File: src/rtl/lsu_pkg.sv
// Shared types and helpers for the load/store unit: Funct3 encodings, FSM states
// and the access-size decode.
package lsu_pkg;

  localparam logic [2:0] F3_B  = 3'b000;
  localparam logic [2:0] F3_H  = 3'b001;
  localparam logic [2:0] F3_W  = 3'b010;
  localparam logic [2:0] F3_BU = 3'b100;
  localparam logic [2:0] F3_HU = 3'b101;

  typedef enum logic [1:0] {
    IDLE = 2'd0,
    ACC0 = 2'd1,
    ACC1 = 2'd2,
    RESP = 2'd3
  } lsu_state_t;

  // Bytes touched by an access; unknown encodings fall back to a full word.
  function automatic logic [2:0] access_size(input logic [2:0] funct3);
    case (funct3)
      F3_B, F3_BU: access_size = 3'd1;
      F3_H, F3_HU: access_size = 3'd2;
      default:     access_size = 3'd4;
    endcase
  endfunction

endpackage

File: src/rtl/lsu_if.sv
// Pipeline request/response and data-memory port of the load/store unit.
// master = the LSU itself, slave = MEM stage plus data memory.
interface lsu_if #(
  parameter int DM_ADDRESS = 9,
  parameter int DATA_W     = 32
);
  logic                  req_valid;
  logic                  req_ready;
  logic                  MemRead;
  logic                  MemWrite;
  logic [2:0]            Funct3;
  logic [DM_ADDRESS-1:0] addr;
  logic [DATA_W-1:0]     wdata;
  logic                  resp_valid;
  logic [DATA_W-1:0]     rd;
  logic                  misaligned;
  logic [DM_ADDRESS-1:0] mem_a;
  logic                  mem_we;
  logic [3:0]            mem_be;
  logic [DATA_W-1:0]     mem_wd;
  logic [DATA_W-1:0]     mem_rd;

  modport master (
    input  req_valid, MemRead, MemWrite, Funct3, addr, wdata, mem_rd,
    output req_ready, resp_valid, rd, misaligned, mem_a, mem_we, mem_be, mem_wd
  );

  modport slave (
    output req_valid, MemRead, MemWrite, Funct3, addr, wdata, mem_rd,
    input  req_ready, resp_valid, rd, misaligned, mem_a, mem_we, mem_be, mem_wd
  );
endinterface

File: src/rtl/lsu_load_align.sv
// Load result alignment: shifts the {hi,lo} word pair down by the byte offset,
// truncates to the access size and sign/zero extends to DATA_W.
module lsu_load_align
  import lsu_pkg::*;
#(
  parameter int DATA_W = 32
) (
  input  logic [2*DATA_W-1:0] word_pair,
  input  logic [1:0]          off,
  input  logic [2:0]          funct3,
  output logic [DATA_W-1:0]   rd
);
  logic [DATA_W-1:0] shifted;

  always_comb begin
    shifted = DATA_W'(word_pair >> {off, 3'b000});
    case (funct3)
      F3_B:    rd = {{(DATA_W-8){shifted[7]}}, shifted[7:0]};
      F3_H:    rd = {{(DATA_W-16){shifted[15]}}, shifted[15:0]};
      F3_BU:   rd = {{(DATA_W-8){1'b0}}, shifted[7:0]};
      F3_HU:   rd = {{(DATA_W-16){1'b0}}, shifted[15:0]};
      default: rd = shifted;
    endcase
  end
endmodule

File: src/rtl/load_store_unit.sv
// Data-memory initiator: one request in flight, word accesses with byte lanes.
// LSU_MISALIGN_SPLIT_EN: split word-crossing accesses in two; otherwise flag misaligned ones.
module load_store_unit
  import lsu_pkg::*;
#(
  parameter int DM_ADDRESS = 9,
  parameter int DATA_W     = 32
) (
  input  logic    clk,
  input  logic    reset,
  lsu_if.master   bus
);
  lsu_state_t              state, state_nx;
  logic [DM_ADDRESS-1:0]   r_addr;
  logic [2:0]              r_f3;
  logic [DATA_W-1:0]       r_wdata;
  logic                    r_load, r_split, r_mis;
  logic [DATA_W-1:0]       lo_buf, rd_q, load_rd;
  logic [2:0]              req_size, size;
  logic [1:0]              off;
  logic                    accept, split_d, mis_d;
  logic [7:0]              lane_mask;
  logic [2*DATA_W-1:0]     wd_pair, word_pair;
  logic [DM_ADDRESS-3:0]   word_nx;

  assign req_size = access_size(bus.Funct3);
  assign accept   = (state == IDLE) && bus.req_valid && (bus.MemRead || bus.MemWrite);

`ifdef LSU_MISALIGN_SPLIT_EN
  logic req_cross;
  assign req_cross = ({1'b0, bus.addr[1:0]} + req_size) > 3'd4;
  assign split_d   = req_cross;
  assign mis_d     = 1'b0;
`else
  logic req_mis;
  assign req_mis = ({1'b0, bus.addr[1:0]} & (req_size - 3'd1)) != 3'd0;
  assign split_d = 1'b0;
  assign mis_d   = req_mis;
`endif

  assign size = access_size(r_f3);
  assign off  = r_addr[1:0];
  // Low nibble = lanes of the first word, high nibble = spill-over lanes of the next.
  assign lane_mask = ((8'd1 << size) - 8'd1) << off;
  assign wd_pair   = {{DATA_W{1'b0}}, r_wdata} << {off, 3'b000};
  assign word_pair = r_split ? {bus.mem_rd, lo_buf} : {{DATA_W{1'b0}}, bus.mem_rd};
  assign word_nx   = r_addr[DM_ADDRESS-1:2] + {{(DM_ADDRESS-3){1'b0}}, 1'b1};

  lsu_load_align #(.DATA_W(DATA_W)) u_align (
    .word_pair (word_pair),
    .off       (off),
    .funct3    (r_f3),
    .rd        (load_rd)
  );

  always_ff @(posedge clk or posedge reset) begin
    if (reset) begin
      state   <= IDLE;
      r_addr  <= '0;
      r_f3    <= '0;
      r_wdata <= '0;
      r_load  <= 1'b0;
      r_split <= 1'b0;
      r_mis   <= 1'b0;
      lo_buf  <= '0;
      rd_q    <= '0;
    end else begin
      state <= state_nx;
      if (accept) begin
        r_addr  <= bus.addr;
        r_f3    <= bus.Funct3;
        r_wdata <= bus.wdata;
        r_load  <= bus.MemRead;
        r_split <= split_d;
        r_mis   <= mis_d;
      end
      if (state == ACC1) lo_buf <= bus.mem_rd;
      if (state == RESP && r_load && !r_mis) rd_q <= load_rd;
    end
  end

  always_comb begin
    state_nx       = state;
    bus.req_ready  = 1'b0;
    bus.resp_valid = 1'b0;
    bus.misaligned = 1'b0;
    bus.mem_we     = 1'b0;
    bus.mem_be     = 4'b0000;
    bus.mem_a      = {r_addr[DM_ADDRESS-1:2], 2'b00};
    bus.mem_wd     = '0;
    bus.rd         = rd_q;
    case (state)
      IDLE: begin
        bus.req_ready = 1'b1;
        if (accept) state_nx = mis_d ? RESP : ACC0;
      end
      ACC0: begin
        bus.mem_we = !r_load;
        bus.mem_be = lane_mask[3:0];
        bus.mem_wd = wd_pair[DATA_W-1:0];
        state_nx   = r_split ? ACC1 : RESP;
      end
      ACC1: begin
        bus.mem_a  = {word_nx, 2'b00};
        bus.mem_we = !r_load;
        bus.mem_be = lane_mask[7:4];
        bus.mem_wd = wd_pair[2*DATA_W-1:DATA_W];
        state_nx   = RESP;
      end
      RESP: begin
        bus.resp_valid = 1'b1;
        bus.misaligned = r_mis;
        // Final word arrives this cycle, so the response bypasses rd_q.
        if (r_load && !r_mis) bus.rd = load_rd;
        state_nx = IDLE;
      end
      default: state_nx = IDLE;
    endcase
  end
endmodule

File: src/flat_wrapper.sv
// flat-port wrapper written by rule: the top's interface ports become plain ports
module load_store_unit_flat import lsu_pkg::*;
#(
  parameter int DM_ADDRESS = 9,
  parameter int DATA_W     = 32
)
  (clk, reset, bus_req_valid, bus_MemRead, bus_MemWrite, bus_Funct3, bus_addr, bus_wdata, bus_mem_rd, bus_req_ready, bus_resp_valid, bus_rd, bus_misaligned, bus_mem_a, bus_mem_we, bus_mem_be, bus_mem_wd);
  lsu_if #(.DM_ADDRESS(DM_ADDRESS), .DATA_W(DATA_W)) bus_i ();
  input  logic clk;
  input  logic reset;
  input wire logic [$bits(bus_i.req_valid)-1:0] bus_req_valid;
  input wire logic [$bits(bus_i.MemRead)-1:0] bus_MemRead;
  input wire logic [$bits(bus_i.MemWrite)-1:0] bus_MemWrite;
  input wire logic [$bits(bus_i.Funct3)-1:0] bus_Funct3;
  input wire logic [$bits(bus_i.addr)-1:0] bus_addr;
  input wire logic [$bits(bus_i.wdata)-1:0] bus_wdata;
  input wire logic [$bits(bus_i.mem_rd)-1:0] bus_mem_rd;
  output wire logic [$bits(bus_i.req_ready)-1:0] bus_req_ready;
  output wire logic [$bits(bus_i.resp_valid)-1:0] bus_resp_valid;
  output wire logic [$bits(bus_i.rd)-1:0] bus_rd;
  output wire logic [$bits(bus_i.misaligned)-1:0] bus_misaligned;
  output wire logic [$bits(bus_i.mem_a)-1:0] bus_mem_a;
  output wire logic [$bits(bus_i.mem_we)-1:0] bus_mem_we;
  output wire logic [$bits(bus_i.mem_be)-1:0] bus_mem_be;
  output wire logic [$bits(bus_i.mem_wd)-1:0] bus_mem_wd;
  assign bus_i.req_valid = bus_req_valid;
  assign bus_i.MemRead = bus_MemRead;
  assign bus_i.MemWrite = bus_MemWrite;
  assign bus_i.Funct3 = bus_Funct3;
  assign bus_i.addr = bus_addr;
  assign bus_i.wdata = bus_wdata;
  assign bus_i.mem_rd = bus_mem_rd;
  assign bus_req_ready = bus_i.req_ready;
  assign bus_resp_valid = bus_i.resp_valid;
  assign bus_rd = bus_i.rd;
  assign bus_misaligned = bus_i.misaligned;
  assign bus_mem_a = bus_i.mem_a;
  assign bus_mem_we = bus_i.mem_we;
  assign bus_mem_be = bus_i.mem_be;
  assign bus_mem_wd = bus_i.mem_wd;
  load_store_unit #(.DM_ADDRESS(DM_ADDRESS), .DATA_W(DATA_W)) u_core (.clk(clk), .reset(reset), .bus(bus_i));
endmodule
File: config.mk
export PLATFORM = sky130hd
export DESIGN_NAME = load_store_unit_flat
export DESIGN_NICKNAME = d
export VERILOG_FILES = /design/src/rtl/lsu_pkg.sv /design/src/rtl/lsu_if.sv /design/src/rtl/lsu_load_align.sv /design/src/rtl/load_store_unit.sv /design/src/flat_wrapper.sv
export SDC_FILE = /design/constraint.sdc
export NUM_CORES = 1
export LEC_CHECK = 0
export BUFFER_PORTS_ARGS = -buffer_cell sky130_fd_sc_hd__buf_2
export CAP_MARGIN = 10
export CORE_MARGIN = 2
export CORE_UTILIZATION = 43
export DETAILED_ROUTE_END_ITERATION = 7
export PLACE_DENSITY = 0.67
export REMOVE_ABC_BUFFERS = 1
export SETUP_SLACK_MARGIN = 0.2
export SKIP_LAST_GASP = 1
export SLEW_MARGIN = 10
export SYNTH_ARGS = -nofsm -noshare
export SYNTH_HDL_FRONTEND = slang
export SYNTH_HIERARCHICAL = 1
export SYNTH_SLANG_ARGS = --single-unit
File: constraint.sdc
create_clock -name clk -period 3.3 [get_ports clk]
set_input_delay 0.33 -clock clk [delete_from_list [all_inputs] [get_ports clk]]
set_output_delay 0.33 -clock clk [all_outputs]
set_load 0.03 [all_outputs]
# After elaboration in Yosys (flattened, before gate mapping)
# Cells that the tools add are included.
# Widths: inputs -> output; s select.
op_classes:
  addsub: 3
  n_shift: 4
  n_mux: 15
  n_reduce_logical: 17
  n_bitwise: 1
  eq_ne: 10
ops:
  columns: ["cell", "n"]
  rows:
  - ["$pmux 32 s4", 1]
  - ["$mux 32", 2]
  - ["$pmux 32 s2", 1]
  - ["$shl 32x5->64", 1]
  - ["$shr 32x5->32", 1]
  - ["$eq 3x3->1 const B", 4]
  - ["$pmux 3 s2", 2]
  - ["$reduce_or 2->1", 5]
  - ["$mux 9", 1]
  - ["$pmux 4 s2", 1]
  - ["$shl 1x3->8 const A", 1]
  - ["$shl 8x2->8", 1]
  - ["$sub 8x1->8 const B", 1]
  - ["$add 7x1->7 const B", 1]
  - ["$eq 3x1->1 const B", 2]
  - ["$logic_not 3->1", 2]
  - ["$pmux 2 s3", 1]
  - ["$logic_and 1x1->1", 5]
  - ["$eq 2x2->1 const B", 2]
  - ["$mux 1", 4]
  - ["$mux 2", 2]
  - ["$and 2x3->3", 1]
  - ["$reduce_bool 3->1", 1]
  - ["$sub 3x1->3 const B", 1]
  - ["5 further kinds", 6]
word_totals:
  regBits: 80
  wordCells: 57

# Logic depth before layout (Yosys ltp)
depth:
  depth_word: 9
  depth_mapped: 8
  mapped_depth_nobuf: 7

# By module
# Netlist, hierarchy kept.
modules_own_cells:
  columns: ["module", "area_each_um2", "cells_each", "n_inst"]
  rows:
  - ["load_store_unit", 5240.0, 423, 1]
  - ["lsu_load_align", 1119.8, 101, 1]

# Least setup slack after synthesis
# Ideal clock, no wire load.
synth_path:
  path_kind: "register to output"
  from: "register u_core.r_f3[0]"
  to: "output bus_mem_be[2]"
  n_path_buf: 0
  arrival_time_ps: 1869
  t_required_ps: 2970
  slack_ps: 1101
  path_stages_with_launch: 8
  path_cell_list: "dfrtp_1 > nor2b_1 > inv_1 > ha_1 > and4bb_1 > a311o_1 > nand2_1 > a21boi_1"
synth_via:
  elab_chain_cells: 7
  word_cells_on_any_way: 11
  cone_classes: "add/sub (1); eq/ne (3); shift (2); mux (2); reduce/logical (3)"
synth_lines:
  columns: ["item", "line", "text"]
  rows:
  - ["start: declaration", "load_store_unit.sv:15", "logic [2:0] r_f3;"]
  - ["start signal: assignment", "load_store_unit.sv:71", "r_f3 <= bus.Funct3;"]
  - ["$eq 3x1->1, or another cell as far along", "lsu_pkg.sv:20", "case (funct3)"]
  - ["$reduce_or 2->1", "lsu_pkg.sv:20", null]
  - ["$pmux 3 s2 (*)", "lsu_pkg.sv:20", null]
  - ["$shl 1x3->8 (*)", "load_store_unit.sv:44", "assign lane_mask = ((8'd1 << size) - 8'd1) << off;"]
  - ["$sub 8x1->8 (*)", "load_store_unit.sv:44", null]
  - ["$shl 8x2->8 (*)", "load_store_unit.sv:44", null]
  - ["$pmux 4 s2 (*)", "load_store_unit.sv:92", "case (state)"]
  - ["end: declaration", "flat_wrapper.sv:24", "output wire logic [$bits(bus_i.mem_be)-1:0] bus_mem_be;"]
# Mark *: on every way between the ends. The rest lies on a longest branch, timed or not.

# Worst setup path in the final report
layout_path:
  from: "register u_core.r_addr[1]"
  to: "output bus_rd[23]"
layout_via:
  elab_chain_cells: 4
layout_lines:
  columns: ["item", "line", "text"]
  rows:
  - ["start: declaration", "load_store_unit.sv:14", "logic [DM_ADDRESS-1:0] r_addr;"]
  - ["start signal: assignment", "load_store_unit.sv:70", "r_addr <= bus.addr;"]
  - ["$shr 32x5->32", "lsu_load_align.sv:16", "shifted = DATA_W'(word_pair >> {off, 3'b000});"]
  - ["$pmux 32 s4", "lsu_load_align.sv:17", "case (funct3)"]
  - ["via u_core.load_rd[23]", "load_store_unit.sv:18", "logic [DATA_W-1:0] lo_buf, rd_q, load_rd;"]
  - ["$mux 32", "load_store_unit.sv:114", "if (r_load && !r_mis) bus.rd = load_rd;"]
  - ["$mux 32", "load_store_unit.sv:92", null]
  - ["end: declaration", "flat_wrapper.sv:20", "output wire logic [$bits(bus_i.rd)-1:0] bus_rd;"]
# The timed path passes the listed nets, and every way through them passes these cells.

==> key figures <==
Outcome
  • Status: completed

Timing
  • Layout Skew: 0.00385 ns
  • Slew of the pin with the lowest slew margin: between 0.8 and 0.9 ns
  • Maximum clock rate: 0.344 GHz
  • Relative slew slack: 41.1%
  • Final Slew Violations: 0
  • Period utilization: around nine tenths
  • Worst hold slack: between 0.03 and 0.04 ns
  • Setup tns final: 0 ns
  • Clock period minus worst slack: roughly 2.9 ns
  • RSZ-0062 raised after global routing: false
  • Post-route setup slack: between 0.3 and 0.4 ns
  • Final setup viols: 0
  • Final Hold Fails: 0

Yosys
  • Post-synthesis async set-or-reset flop share: 100%
  • Avg Inst Size Synth: 12.1 um^2
  • Synth Instances: roughly 520
  • Synth Register Bits: 80
  • Register area share after synthesis: about a third
  • Area leader, netlist: dfrtp_1
  • Yosys warnings: 6
  • Mapped cell area: around 6400 um^2
  • Synth unique cells: 53
  • Post-synth EDFFs: 0
  • Yosys top cell area share: around a third
  • Top_reg_cell synth: dfrtp_1
  • Ranking of synthesized cells by area: dfrtp_1 31%, mux2_4 21%, mux4_2 11%

CTS
  • CTS Buf Count: 9
  • CTS max path bufs: 2
  • Htree depth: 3
  • CTS clock-pin slew for the worst setup and hold paths: 0.06 ns
  • Root Driver: clkbuf_16
  • Clock Sinks: 80
  • CTS tree: built
  • Post CTS Setup Buffer Count: 0
  • Clock latency on the worst-skew pair: around 0.35 ns

Global route
  • First-pass GRT wire length: roughly 26000 um
  • GRT overflow: 0
  • All-Layer GR Usage: a little over 20%
  • Largest net degree at the start of global routing: between 60 and 70
  • Initial antenna violation count: 0
  • Vias in the first global route: 4853

Setup path
  • Worst Path Required: between 2 and 3 ns
  • CP Max Fanout: 16
  • Crit-path cells: mux4_2 -> mux2i_4 -> o21ai_0 -> mux2_4 -> buf_2
  • Critical path's largest stage delay: around 0.56 ns
  • CP max stage cell: mux4_2
  • Worst Setup Start Kind: flop
  • Critical Path AT: 2.58 ns
  • Crit Path Class: flop to output port
  • Crit path capture type: output port

Pwr
  • Leakage: 3.84 nW
  • Max VDD drop: approximately 0.54 mV
  • Total power: slightly below 9 mW
  • Pwr dens: ~1200 nW/um^2

Drt
  • Vias after detailed routing: about 4.9k
  • Detailed Routing Iterations Pass 1: 5
  • # DRC: 0
  • DR iter-0 viols: 409
  • WL/cell: 17.7 um
  • DRT Wirelength: approximately 16000 um
  • DRT antenna net count: 0
  • Via density: between 5 and 6

Job
  • Max-cap violations: 0

Cells and area
  • Design area: 7660 um^2
  • Post-Layout Cell Count: approximately 900
  • Area Overhead vs Synth: 20.5%
  • Layout Nets: 801
  • Share of cells above drive strength 1: just under 50%
  • Diode count: 0
  • Fin util: around 53%

Placed design
  • Placed cell area: 7350 um^2
  • Number of I/O port buffers: around 160
  • DP Cell Count: 883
  • DP HPWL: 11300 um
  • GPL Wtd Cong: 0.844
  • Pre-CTS setup slack: between 0.6 and 0.7 ns

Floorplanning
  • Die Span X: approximately 130 um
  • Initial Util: approximately 44%
  • Die area: 15800 um^2
  • Die Height: 126 um
  • Core area: 14500 um^2
  • Io pins: 162
  • Rows: 44

Min path
  • Min-Delay Path Class: primary input to async pin
-- flip-flops by register name, indices dropped and copies added, names as in the netlist --
register,count
u_core/r_wdata,32
u_core/rd_q,32
u_core/r_f3,3
u_core/r_addr,9
u_core/r_load,1
u_core/state,2
u_core/r_mis,1
-- logic make-up (layout without fill, tap and decap cells) --
group,Yosys count,in the layout,share of synthesized area [%]
other cells,1,51,0.0590
fa+ha+maj,10,10,1.97
compound gates,90,90,9.33
mux,172,172,41.6
simple gates,110,110,8.56
xor+xnor,7,7,0.964
buf+inv,54,195,6.06
flops,80,80,31.5
-- critical path, delay by kind of cell (launching register included) --
kind,cells,cell delay [ns]
flip-flops,1,0.49
AO/OA/AOI/OAI,1,0.22
buffers and inverters,1,0.18
multiplexers,3,1.34
-- synthesized netlist by cell type, drive strengths merged (3+ instances only) --
| cell | number |
|---|---|
| a211oi | 10 |
| a21oi | 20 |
| and2 | 9 |
| buf | 41 |
| clkbuf | 5 |
| dfrtp | 80 |
| ha | 10 |
| inv | 8 |
| mux2 | 112 |
| mux2i | 26 |
| mux4 | 34 |
| nand2 | 41 |
| nand3 | 20 |
| nor2 | 26 |
| nor2b | 3 |
| o21a | 10 |
| o21ai | 33 |
| o22ai | 8 |
| xnor2 | 3 |
| xor2 | 4 |
-- layer usage --
metal	vias to the layer above	wire [um]	track usage, %	share of wire [%]
met4	0	266	7.12	1.7
met2	208	7350	32.6	46
met5	-	0	0	0
met1	2396	7020	27.7	44
li1	2259	-	-	-
met3	16	1280	4.76	8.0
-- placed cells by master (no fill, tap or decap), drive strengths merged, types with 2 or more instances in the layout --
| master | instances |
|---|---|
| a211oi | 10 |
| a21oi | 20 |
| a2bb2oi | 2 |
| and2 | 9 |
| buf | 171 |
| clkbuf | 14 |
| clkinv | 3 |
| conb | 51 |
| dfrtp | 80 |
| ha | 10 |
| inv | 7 |
| mux2 | 112 |
| mux2i | 26 |
| mux4 | 34 |
| nand2 | 41 |
| nand2b | 2 |
| nand3 | 20 |
| nand4 | 2 |
| nor2 | 26 |
| nor2b | 3 |
| nor3b | 2 |
| o21a | 10 |
| o21ai | 33 |
| o22ai | 8 |
| xnor2 | 3 |
| xor2 | 4 |
-- worst paths after layout --
check	startpoint	end	slack (ns)	cells after the start
hold / removal	reset	u_core/rd_q[25]$_DFFE_PP0P_	0.03	2
setup reg to reg	u_core/r_addr[1]$_DFFE_PP0P_	u_core/rd_q[23]$_DFFE_PP0P_	1.12	4
hold reg to reg	u_core/rd_q[17]$_DFFE_PP0P_	u_core/rd_q[17]$_DFFE_PP0P_	0.51	1
max in group asynchronous	reset	u_core/r_wdata[1]$_DFFE_PP0P_	2.47	3
setup / recovery	u_core/r_addr[1]$_DFFE_PP0P_	bus_rd[23]	0.39	5
min in group clk	bus_wdata[13]	u_core/r_wdata[13]$_DFFE_PP0P_	0.21	2
-- cell type report --
type	count	area, um^2
Clock buffer	14	294
Clock inverter	2	10.0
Fill cell	1277	6820
Inverter	8	31.3
Multi-Input combinational cell	440	4170
Sequential cell	80	2010
Tap cell	184	230
Timing Repair Buffer	171	915
-- power by group --
part           switching, mW  total, mW  internal [mW]
Combinational           3.20       5.83           2.63
Clock                  0.404       1.01          0.610
Sequential             0.542       2.03           1.49
Total                   4.15       8.87           4.72
-- what timing repair did --
action,CTS,global route
gates resized for setup,0,3
endpoints found under the setup margin,0,7
hold buffers,0,0
Power figures use the tool's default switching activity.
